## src/rtl/lift_call_if.sv

```systemverilog
// Call-scheduler bundle: call buttons and floor feedback in; step/direction, door and status out.
// master = the scheduler side, slave = the counter/panel side.
interface lift_call_if #(
  parameter int N      = 8,
  parameter int FLOORS = 8
);
  logic [FLOORS-1:0] req;
  logic [N-1:0]      floor;
  logic              sel;
  logic              mode;
  logic              door_open;
  logic [FLOORS-1:0] pending;
  logic              busy;

  modport master (
    input  req, floor,
    output sel, mode, door_open, pending, busy
  );

  modport slave (
    output req, floor,
    input  sel, mode, door_open, pending, busy
  );
endinterface

```

## src/rtl/lift_call_scheduler.sv

```systemverilog
// Collective (SCAN) lift call scheduler: latches calls and drives the floor counter one step at a time.
// Each step is followed by a settle window; each served floor gets a door-open window.
module lift_call_scheduler #(
  parameter int N             = 8,
  parameter int FLOORS        = 8,
  parameter int TRAVEL_CYCLES = 2,
  parameter int DOOR_CYCLES   = 4
) (
  input  logic         clk,
  input  logic         rst,
  lift_call_if.master  bus
);

  localparam int TMAX = (TRAVEL_CYCLES > DOOR_CYCLES) ? TRAVEL_CYCLES : DOOR_CYCLES;
  localparam int TW   = (TMAX < 2) ? 1 : $clog2(TMAX);
  localparam logic [TW-1:0] TRAVEL_T = TW'(TRAVEL_CYCLES - 1);
  localparam logic [TW-1:0] DOOR_T   = TW'(DOOR_CYCLES - 1);

  typedef enum logic [1:0] {IDLE, STEP, SETTLE, DOOR} state_t;

  state_t            state, state_nxt, d_state;
  logic              dir, dir_nxt, d_dir;
  logic [TW-1:0]     timer, timer_nxt;
  logic [FLOORS-1:0] pending, pending_nxt, door_mask;
  logic              above, below, here;

  // Positions of latched calls relative to the live floor; an out-of-range floor sees every call as below.
  always_comb begin
    above = 1'b0;
    below = 1'b0;
    here  = 1'b0;
    for (int i = 0; i < FLOORS; i++) begin
      if (pending[i]) begin
        if (i > int'(bus.floor)) above = 1'b1;
        if (i < int'(bus.floor)) below = 1'b1;
        if (i == int'(bus.floor)) here = 1'b1;
      end
    end
  end

  always_comb begin
    d_state = IDLE;
    d_dir   = dir;
    if (here) begin
      d_state = DOOR;
    end else if ((dir && above) || (!dir && below)) begin
      d_state = STEP;
    end else if (above || below) begin
      d_state = STEP;
      d_dir   = ~dir;
    end
  end

  always_ff @(posedge clk or negedge rst) begin
    if (!rst) begin
      state   <= IDLE;
      dir     <= 1'b1;
      timer   <= '0;
      pending <= '0;
    end else begin
      state   <= state_nxt;
      dir     <= dir_nxt;
      timer   <= timer_nxt;
      pending <= pending_nxt;
    end
  end

  // dir only moves together with a transition into STEP, since d_dir differs from dir only then.
  always_comb begin
    state_nxt = state;
    dir_nxt   = dir;
    timer_nxt = timer;
    case (state)
      IDLE: begin
        state_nxt = d_state;
        dir_nxt   = d_dir;
      end
      STEP: begin
        state_nxt = SETTLE;
        timer_nxt = TRAVEL_T;
      end
      SETTLE, DOOR: begin
        if (timer == '0) begin
          state_nxt = d_state;
          dir_nxt   = d_dir;
        end else begin
          timer_nxt = timer - 1'b1;
        end
      end
      default: state_nxt = IDLE;
    endcase
    if (state_nxt == DOOR && state != DOOR) timer_nxt = DOOR_T;
  end

  // The served floor's call clears on door entry and its button is ignored until the door window ends.
  always_comb begin
    door_mask = '0;
    for (int i = 0; i < FLOORS; i++) begin
      door_mask[i] = (i == int'(bus.floor)) && (state == DOOR || state_nxt == DOOR);
    end
    pending_nxt = (pending | bus.req) & ~door_mask;
  end

  always_comb begin
    bus.sel       = (state == STEP);
    bus.door_open = (state == DOOR);
    bus.mode      = dir;
    bus.pending   = pending;
    bus.busy      = (state != IDLE) || (|pending);
  end

endmodule

```

## src/flat_wrapper.sv

```systemverilog
// flat-port wrapper written by rule: the top's interface ports become plain ports
module lift_call_scheduler_flat 
#(
  parameter int N             = 8,
  parameter int FLOORS        = 8,
  parameter int TRAVEL_CYCLES = 2,
  parameter int DOOR_CYCLES   = 4
)
  (clk, rst, bus_req, bus_floor, bus_sel, bus_mode, bus_door_open, bus_pending, bus_busy);
  lift_call_if #(.N(N), .FLOORS(FLOORS)) bus_i ();
  input  logic clk;
  input  logic rst;
  input wire logic [$bits(bus_i.req)-1:0] bus_req;
  input wire logic [$bits(bus_i.floor)-1:0] bus_floor;
  output wire logic [$bits(bus_i.sel)-1:0] bus_sel;
  output wire logic [$bits(bus_i.mode)-1:0] bus_mode;
  output wire logic [$bits(bus_i.door_open)-1:0] bus_door_open;
  output wire logic [$bits(bus_i.pending)-1:0] bus_pending;
  output wire logic [$bits(bus_i.busy)-1:0] bus_busy;
  assign bus_i.req = bus_req;
  assign bus_i.floor = bus_floor;
  assign bus_sel = bus_i.sel;
  assign bus_mode = bus_i.mode;
  assign bus_door_open = bus_i.door_open;
  assign bus_pending = bus_i.pending;
  assign bus_busy = bus_i.busy;
  lift_call_scheduler #(.N(N), .FLOORS(FLOORS), .TRAVEL_CYCLES(TRAVEL_CYCLES), .DOOR_CYCLES(DOOR_CYCLES)) u_core (.clk(clk), .rst(rst), .bus(bus_i));
endmodule
```

## config.mk

```make
export PLATFORM = sky130hd
export DESIGN_NAME = lift_call_scheduler_flat
export DESIGN_NICKNAME = d
export VERILOG_FILES = /design/src/rtl/lift_call_if.sv /design/src/rtl/lift_call_scheduler.sv /design/src/flat_wrapper.sv
export SDC_FILE = /design/constraint.sdc
export NUM_CORES = 1
export LEC_CHECK = 0
export CAP_MARGIN = 10
export CORE_ASPECT_RATIO = 0.75
export CORE_MARGIN = 3
export CORE_UTILIZATION = 48
export CTS_CLUSTER_SIZE = 28
export DETAILED_ROUTE_END_ITERATION = 8
export GPL_TIMING_DRIVEN = 1
export PLACE_DENSITY = 0.85
export SYNTH_ARGS = -nofsm -noshare
export SYNTH_HDL_FRONTEND = slang
export SYNTH_SLANG_ARGS = --single-unit
```

## constraint.sdc

```tcl
create_clock -name clk -period 2.75 [get_ports clk]
set_input_delay 0.55 -clock clk [delete_from_list [all_inputs] [get_ports clk]]
set_output_delay 0.55 -clock clk [all_outputs]
set_load 0.01 [all_outputs]
```

Yosys cells after proc, flatten, opt, wreduce, memory -nomap -nowiden
Index checks and enable logic that the tools add are counted.
- register bits after elaboration: 13
- input port bits: 18
- output and inout port bits: 12
- word-level logic and storage cells: 123
- add/subtract/negate cells: 1
- order comparisons: 15
- eq/ne operators: 14
- multiplexer cells: 59
- bitwise operators: 4
- reduce and logical (&&, ||, !) cells: 26
- operators by type and width (cell ; count):
    $mux 1 ; 51
    $eq 4x8->1 const A ; 4
    $gt 3x8->1 const A ; 4
    $lt 3x8->1 const A ; 4
    $eq 3x8->1 const A ; 2
    $gt 2x8->1 const A ; 2
    $lt 1x8->1 const A ; 2
    $lt 2x8->1 const A ; 2
    $logic_and 1x1->1 ; 11
    $mux 2 ; 5
    $and 8x8->8 ; 1
    $eq 2x8->1 const A ; 1
    $gt 1x8->1 const A ; 1
    $logic_not 8->1 ; 1
    $not 8->8 ; 1
    $or 8x8->8 ; 1
    $reduce_or 8->1 ; 1
    $eq 2x2->1 const B ; 3
    $pmux 2 s3 ; 1
    $logic_not 2->1 ; 2
    $logic_or 1x1->1 ; 4
    $pmux 2 s2 ; 1
    $reduce_and 2->1 ; 2
    $reduce_bool 2->1 ; 2
    10 further kinds ; 10

Logic depth before layout (Yosys ltp)
Gate-level depths: netlist (run 1).
- depth in word-level cells: 28
- depth in mapped cells: 8
- mapped depth without buffers: 8

Least setup slack after synthesis (run 1)
Ideal clock, no wire load.
- path type: register -> output
- from: reg u_core.pending[0], in the netlist u_core.bus.pending[0]
- to: out bus_busy
- arrival time: 1.579 ns
- data required time: 2.200 ns
- setup slack: 0.621 ns
- stages on the path, launching flop included: 4
- buffers on the path: 0
- cell sequence: dfrtp_1 or4_1 nor4b_1 nand2_1
- word-level cells in the longest chain between the ends: 2
- RTL lines (what ; RTL line ; RTL):
    start: declaration ; lift_call_scheduler.sv:24 ; logic [FLOORS-1:0] pending, pending_nxt, door_mask;
    start signal: assignment ; lift_call_scheduler.sv:64 ; pending <= pending_nxt;
    $reduce_or 8->1 ; lift_call_scheduler.sv:109 ; bus.busy = (state != IDLE) || (|pending);
    $logic_or 1x1->1 ; lift_call_scheduler.sv:109 ;
    end: declaration ; flat_wrapper.sv:19 ; output wire logic [$bits(bus_i.busy)-1:0] bus_busy;
Every way passes these cells.

Final worst setup path (run 1)
Ends and elaborated chain as after synthesis.

==> results of run 1 <==
[through the flow]
stage                     hold slack [ns]  utilization  area, sq um  power (mW)  cells
final                              0.4889       0.7921         1272      0.6855    151
after global routing               0.5041       0.7921         1272      0.7334    151
after CTS                          0.4896       0.7827         1257      0.6876    151
after detailed placement           0.4721       0.7617         1224      0.5642    147
after global placement             0.4740       0.7617         1224      0.5473    147
after floorplan                    0.2544            -        880.8      0.4507     93
[flip-flops by register name, indices dropped and copies added, names as in the netlist]
name / cells
u_core.bus.mode: 1
u_core.bus.pending: 8
u_core.state: 2
u_core.timer: 2
[worst max path at each step]
| stage | slack [ns] | end |
|---|---|---|
| floorplan | 0.62 | bus_busy |
| global placement | 0.19 | u_core.timer[0] |
| detailed placement | 0.1 | u_core.timer[1] |
| CTS | 0.02 | bus_busy |
| global route | 0.29 | bus_busy |
| finish | 0.37 | bus_busy |
[logic make-up (layout without fill, tap and decap cells)]
logic type | count (synthesis) | after routing | share of synthesized area
AND/OR/NAND/NOR | 34 | 34 | 0.2145
AO/OA/AOI/OAI | 32 | 32 | 0.2642
flip-flops | 13 | 13 | 0.3707
buffers and inverters | 10 | 47 | 0.05966
multiplexers | 3 | 3 | 0.07670
adder cells (fa/ha/maj) | 1 | 1 | 0.01420
[cell usage after synthesis (3+ instances only)]
master / instances
nand2_1: 8
a31oi_1: 5
inv_1: 7
o21ai_0: 6
a21oi_1: 4
nor2_1: 10
o31ai_1: 3
o32a_1: 3
dfrtp_1: 12
[power breakdown]
group	switching, mW	internal, mW	total, mW
sequential	0.0476	0.224	0.271
clock	0.0657	0.0540	0.120
combinational	0.154	0.141	0.294
[cell type report]
| type | instances | share of cell area |
|---|---|---|
| Clock buffer | 3 | 0.01770 |
| Sequential cell | 13 | 0.2566 |
| Inverter | 7 | 0.02065 |
| Timing Repair Buffer | 36 | 0.2714 |
| Tap cell | 21 | 0.02065 |
| Multi-Input combinational cell | 70 | 0.4090 |
| Clock inverter | 1 | 0.003933 |
[routing by layer]
layer / GRT usage / up-vias / wire, microns
met1: 0.3352 / 472 / 1165
met5: 0 / - / 0
met2: 0.3726 / 67 / 1229
met3: 0.06079 / 15 / 367
met4: 0.03883 / 0 / 107
li1: - / 429 / -
[timing repair]
action / 4_1_cts / 5_1_grt
setup endpoints to repair: 1 / 1
hold endpoints to repair: 0 / 0
pin swaps: 1 / 0
gates resized for setup: 1 / 3
[worst max-delay path, stage by stage (launching register included)]
cell and delay (ns):
dfrtp_1 0.44, or4_4 0.59, nor4b_4 0.27, nand2_1 0.07
dlymetal6s2s_1 0.17
==> impl_metrics.yaml, run 1 <==
clock_tree:
  cts_max_path_buffers: 2
  clock-sinks: 13
  hold_buffers: 0
  cts_tree: "yes"
  ctsHtreeMaxLevel: 1
  cts_root_buf: "clkbuf_4"
  numCtsBuffers: 3
  clkLatencyLatePin_ns: 0.28
  post_cts.repair.setup_buffers: 0
  cts.clk_slew.worst_paths_ns: 0.08
worst_setup_path:
  path_max_fanout: 6
  r2r_end: "u_core.timer[1]"
  cp-start-kind: "flip-flop"
  worstSetupStartpoint: "u_core.bus.pending[0]"
  r2r-start: "u_core.bus.pending[1]"
  reg2reg_slack_ns: 0.70
  cp-end-kind: "primary output"
  cp_data_arrival_time_ns: 1.83
  crit_type: "flip-flop to primary output"
  r2r_cells: 7
  required_ns: 2.20
grt:
  grt_use_total: 0.2382
  grt-ovfl-total: 0
  grt_antenna_before_repair: 0
  grt_max_degree: 14
  grt_pass1_vias: 887
  grt_pass1_wl_microns: 4353
floorplan:
  initial_core_util: 0.5483
  core_region_area_sq_mm: 0.001607
  fp-row-count: 12
  die_area_sq_mm: 0.002391
  die_h_microns: 43.10
  die_w_microns: 55.47
  ios: 30
route:
  drc: 0
  wl_per_cell_microns: 19.01
  wl_microns: 2870
  num_vias: 983
  drtIter0Drc: 81
  first_pass_iters: 4
  vias_per_cell: 6.510
  antenna_left: 0
finish:
  layout_commonest_cell: "clkdlybuf4s50_1"
  multi_input_area_sq_um: 520.5
  final_cell_mix: "28 x clkdlybuf4s50_1, 12 x dfrtp_1, 10 x nor2_1, 8 x nand2_1"
  antenna_cells: 0
  seq_area_sq_um: 326.6
  fillers: 104
  drive_gt1_frac: 0.1615
  syn_to_final_growth_pct: 44.46
  layout.nets: 150
power:
  p_per_area_mw_per_mm2: 538.7
  ir_drop_mv: 0.3853
  p_leak_nw: 0.4721
synthesis:
  synth_top_area_share: 0.3409
  synth_edf_count: 0
  synth_nets: 112
  ys_seq_elements: 13
  ys_top_cells_by_area: "dfrtp_1 34%, mux4_1 6.0%, nor2_1 4.3%"
  async_flop_share: 1.000
  ys_warn_count: 0
  synth_cell_types: 39
  synth.cell_area_sq_um: 880.8
  avgSynthCellArea_sq_um: 9.471
  yosys.area.top_type: "dfrtp_1"
  synth-seq-area-share: 0.3707
  synth_ff_type: "dfrtp_1"
  synthCells: 93
timing:
  rsz0062_at_grt: "no"
  drv_slew: 0
  hold_violations: 0
  period_share: 0.8641
  slew_headroom: 0.5704
  max_freq_mhz: 420.9
  tightest_slew_ns: 0.6424
  skew_ns: 0.001455
  fin_ws_ns: 0.3739
  setup_viol: 0
  finalCriticalPeriod_ns: 2.376
  tns_ns: 0
hold_path:
  min_from: "u_core.timer[0]"
  hold_path_end: "u_core.timer[0]"
  hold_depth: 1
  hold_path.class: "flip-flop to flip-flop"
place:
  hpwl_microns: 2050
  gp_congestion: 0.9268
  place_ws_ns: 0.09600
  portBuffers: 29
status:
  status: "finished clean"
job:
  drv_cap: 0
(Power assumes the default switching activity.)
==> inputs of run 2 (changes only) <==
==> constraint.sdc (replaced) <==
create_clock -name clk -period 2.75 [get_ports clk]
set_input_delay 0.55 -clock clk [delete_from_list [all_inputs] [get_ports clk]]
set_output_delay 0.55 -clock clk [all_outputs]
set_load 0.005 [all_outputs]
==> impl_metrics.yaml, run 2 (synthesis gave the netlist of run 1 again) <==
route:
  antenna_left: 0
  first_pass_iters: 5
  drtIter0Drc: 82
  wl_per_cell_microns: 19.10
  drc: 0
  num_vias: 969
  vias_per_cell: 6.375
  wl_microns: 2903
power:
  p_switching_mw: 0.2788
  swShare: 0.3998
  power_frac_seq: 0.391
  p_per_area_mw_per_mm2: 545.9
  fin_total_pwr_mw: 0.6974
  power_frac_comb: 0.431
  p_int_mw: 0.4186
  p_leak_nw: 0.4768
  ir_drop_mv: 0.3969
  pwr-share-clk: 0.179
grt:
  grt_pass1_wl_microns: 4678
  grt-ovfl-total: 0
  grt_pass1_vias: 965
  grt_use_total: 0.2580
  grt_antenna_before_repair: 0
  grt_max_degree: 14
floorplan:
  initial_core_util: 0.5483
  die_h_microns: 43.10
  core_region_area_sq_mm: 0.001607
  die_w_microns: 55.47
  ios: 30
  fp-row-count: 12
  die_area_sq_mm: 0.002391
worst_setup_path:
  cp-end-kind: "primary output"
  path_max_fanout: 6
  cp-start-kind: "flip-flop"
  cp_data_arrival_time_ns: 2.12
  required_ns: 2.20
  critical-path-slowest-cell: "or4_4"
  critPathMaxStageDelay_ns: 0.60
  crit_type: "flip-flop to primary output"
  path_cells: "or4_4 > nor4b_4 > nand2_1 > clkdlybuf4s50_1"
hold_path:
  hold_path.class: "flip-flop to flip-flop"
finish:
  layout_commonest_cell: "clkdlybuf4s50_1"
  finalNonFillerCells: 152
  post-route-util: 0.7952
  layout.nets: 151
  max_flop_register: "u_core.bus.pending"
  drive_gt1_frac: 0.1679
  syn_to_final_growth_pct: 45.03
  reg_top3: "u_core.bus.pending x8, u_core.state x2, u_core.timer x2"
  final_cell_mix: "29 x clkdlybuf4s50_1, 12 x dfrtp_1, 10 x nor2_1, 8 x nand2_1, 8 x buf_4"
  antenna_cells: 0
  largest_register_ffs: 8
clock_tree:
  cts_root_buf: "clkbuf_4"
  clkLatencyLatePin_ns: 0.29
  ctsHtreeMaxLevel: 1
  clock-sinks: 13
  cts.clk_slew.worst_paths_ns: 0.09
  cts_tree: "yes"
  cts_max_path_buffers: 2
  numCtsBuffers: 3
  hold_buffers: 0
place:
  gp_congestion: 0.9404
  place_inst: 147
  portBuffers: 29
  hpwl_microns: 2151
  place_ws_ns: 0.07262
timing:
  hold_slack_ns: 0.4977
  drv_slew: 0
  period_share: 0.9705
  setup_viol: 0
  tightest_slew_ns: 0.5925
  finalCriticalPeriod_ns: 2.669
  fin_ws_ns: 0.08121
  hold_violations: 0
  skew_ns: 0.007111
  max_freq_mhz: 374.7
  slew_headroom: 0.6037
status:
  status: "finished clean"
job:
  drv_cap: 0
[run 2: changes by cell type in the layout (fill, tap and decap cells not counted)]
cell and change:
buf_4 +1, clkdlybuf4s50_1 +1, dlymetal6s2s_1 -1
[run 2: area by class of cell]
type	count	area [sq um]
tap	21	26.28
clock inverter	1	5.005
fill	103	329.1
multi-input combinational	70	520.5
sequential	13	326.6
timing repair buffer	37	350.3
inverter	7	26.28
clock buffer	3	22.52
[run 2: power by group through the flow]
stage | Clock (mW) | Sequential [mW] | Combinational [mW]
after floorplan | 0 | 0.260 | 0.184
after global routing | 0.137 | 0.278 | 0.319
after global placement | 0 | 0.270 | 0.271
after CTS | 0.126 | 0.270 | 0.292
after detailed placement | 0 | 0.274 | 0.289
final | 0.125 | 0.273 | 0.300
[run 2: repair_timing]
item	in CTS	in global routing
buffers inserted	0	1
pin swaps	0	1
hold endpoints to repair	0	0
setup endpoints to repair	1	1
cloned	0	0
resized for setup	1	2
[run 2: critical path, delay by kind of cell (launching register included)]
family                 cells  cell delay [ns]
buffers and inverters      1             0.45
flip-flops                 1             0.44
AND/OR/NAND/NOR            3             0.94
[run 2: final timing paths]
path | from | end | slack [ns] | depth (start not counted)
min in group asynchronous | rst | u_core.state[0] | 0.62 | 1
max in group asynchronous | rst | u_core.state[1] | 1.73 | 1
worst max register to register | u_core.bus.pending[1] | u_core.timer[1] | 0.69 | 7
worst min register to register | u_core.timer[0] | u_core.timer[0] | 0.50 | 1
worst max-delay path | u_core.bus.pending[0] | bus_busy | 0.08 | 4
worst min-delay path | u_core.timer[0] | u_core.timer[0] | 0.50 | 1
[run 2: metal layers]
metal	global-route usage	vias up	part of all wire
met2	0.4033	83	0.44
met1	0.3420	445	0.42
met3	0.07599	10	0.12
met4	0.08252	0	0.015
met5	0	-	0
li1	-	431	-
[run 2: stage by stage]
stage           TNS [ns]  area (sq um)
6_report               0          1277
5_1_grt        -0.003373          1277
4_1_cts                0          1257
3_5_place_dp           0          1224
3_3_place_gp           0          1224
2_1_floorplan          0         880.8
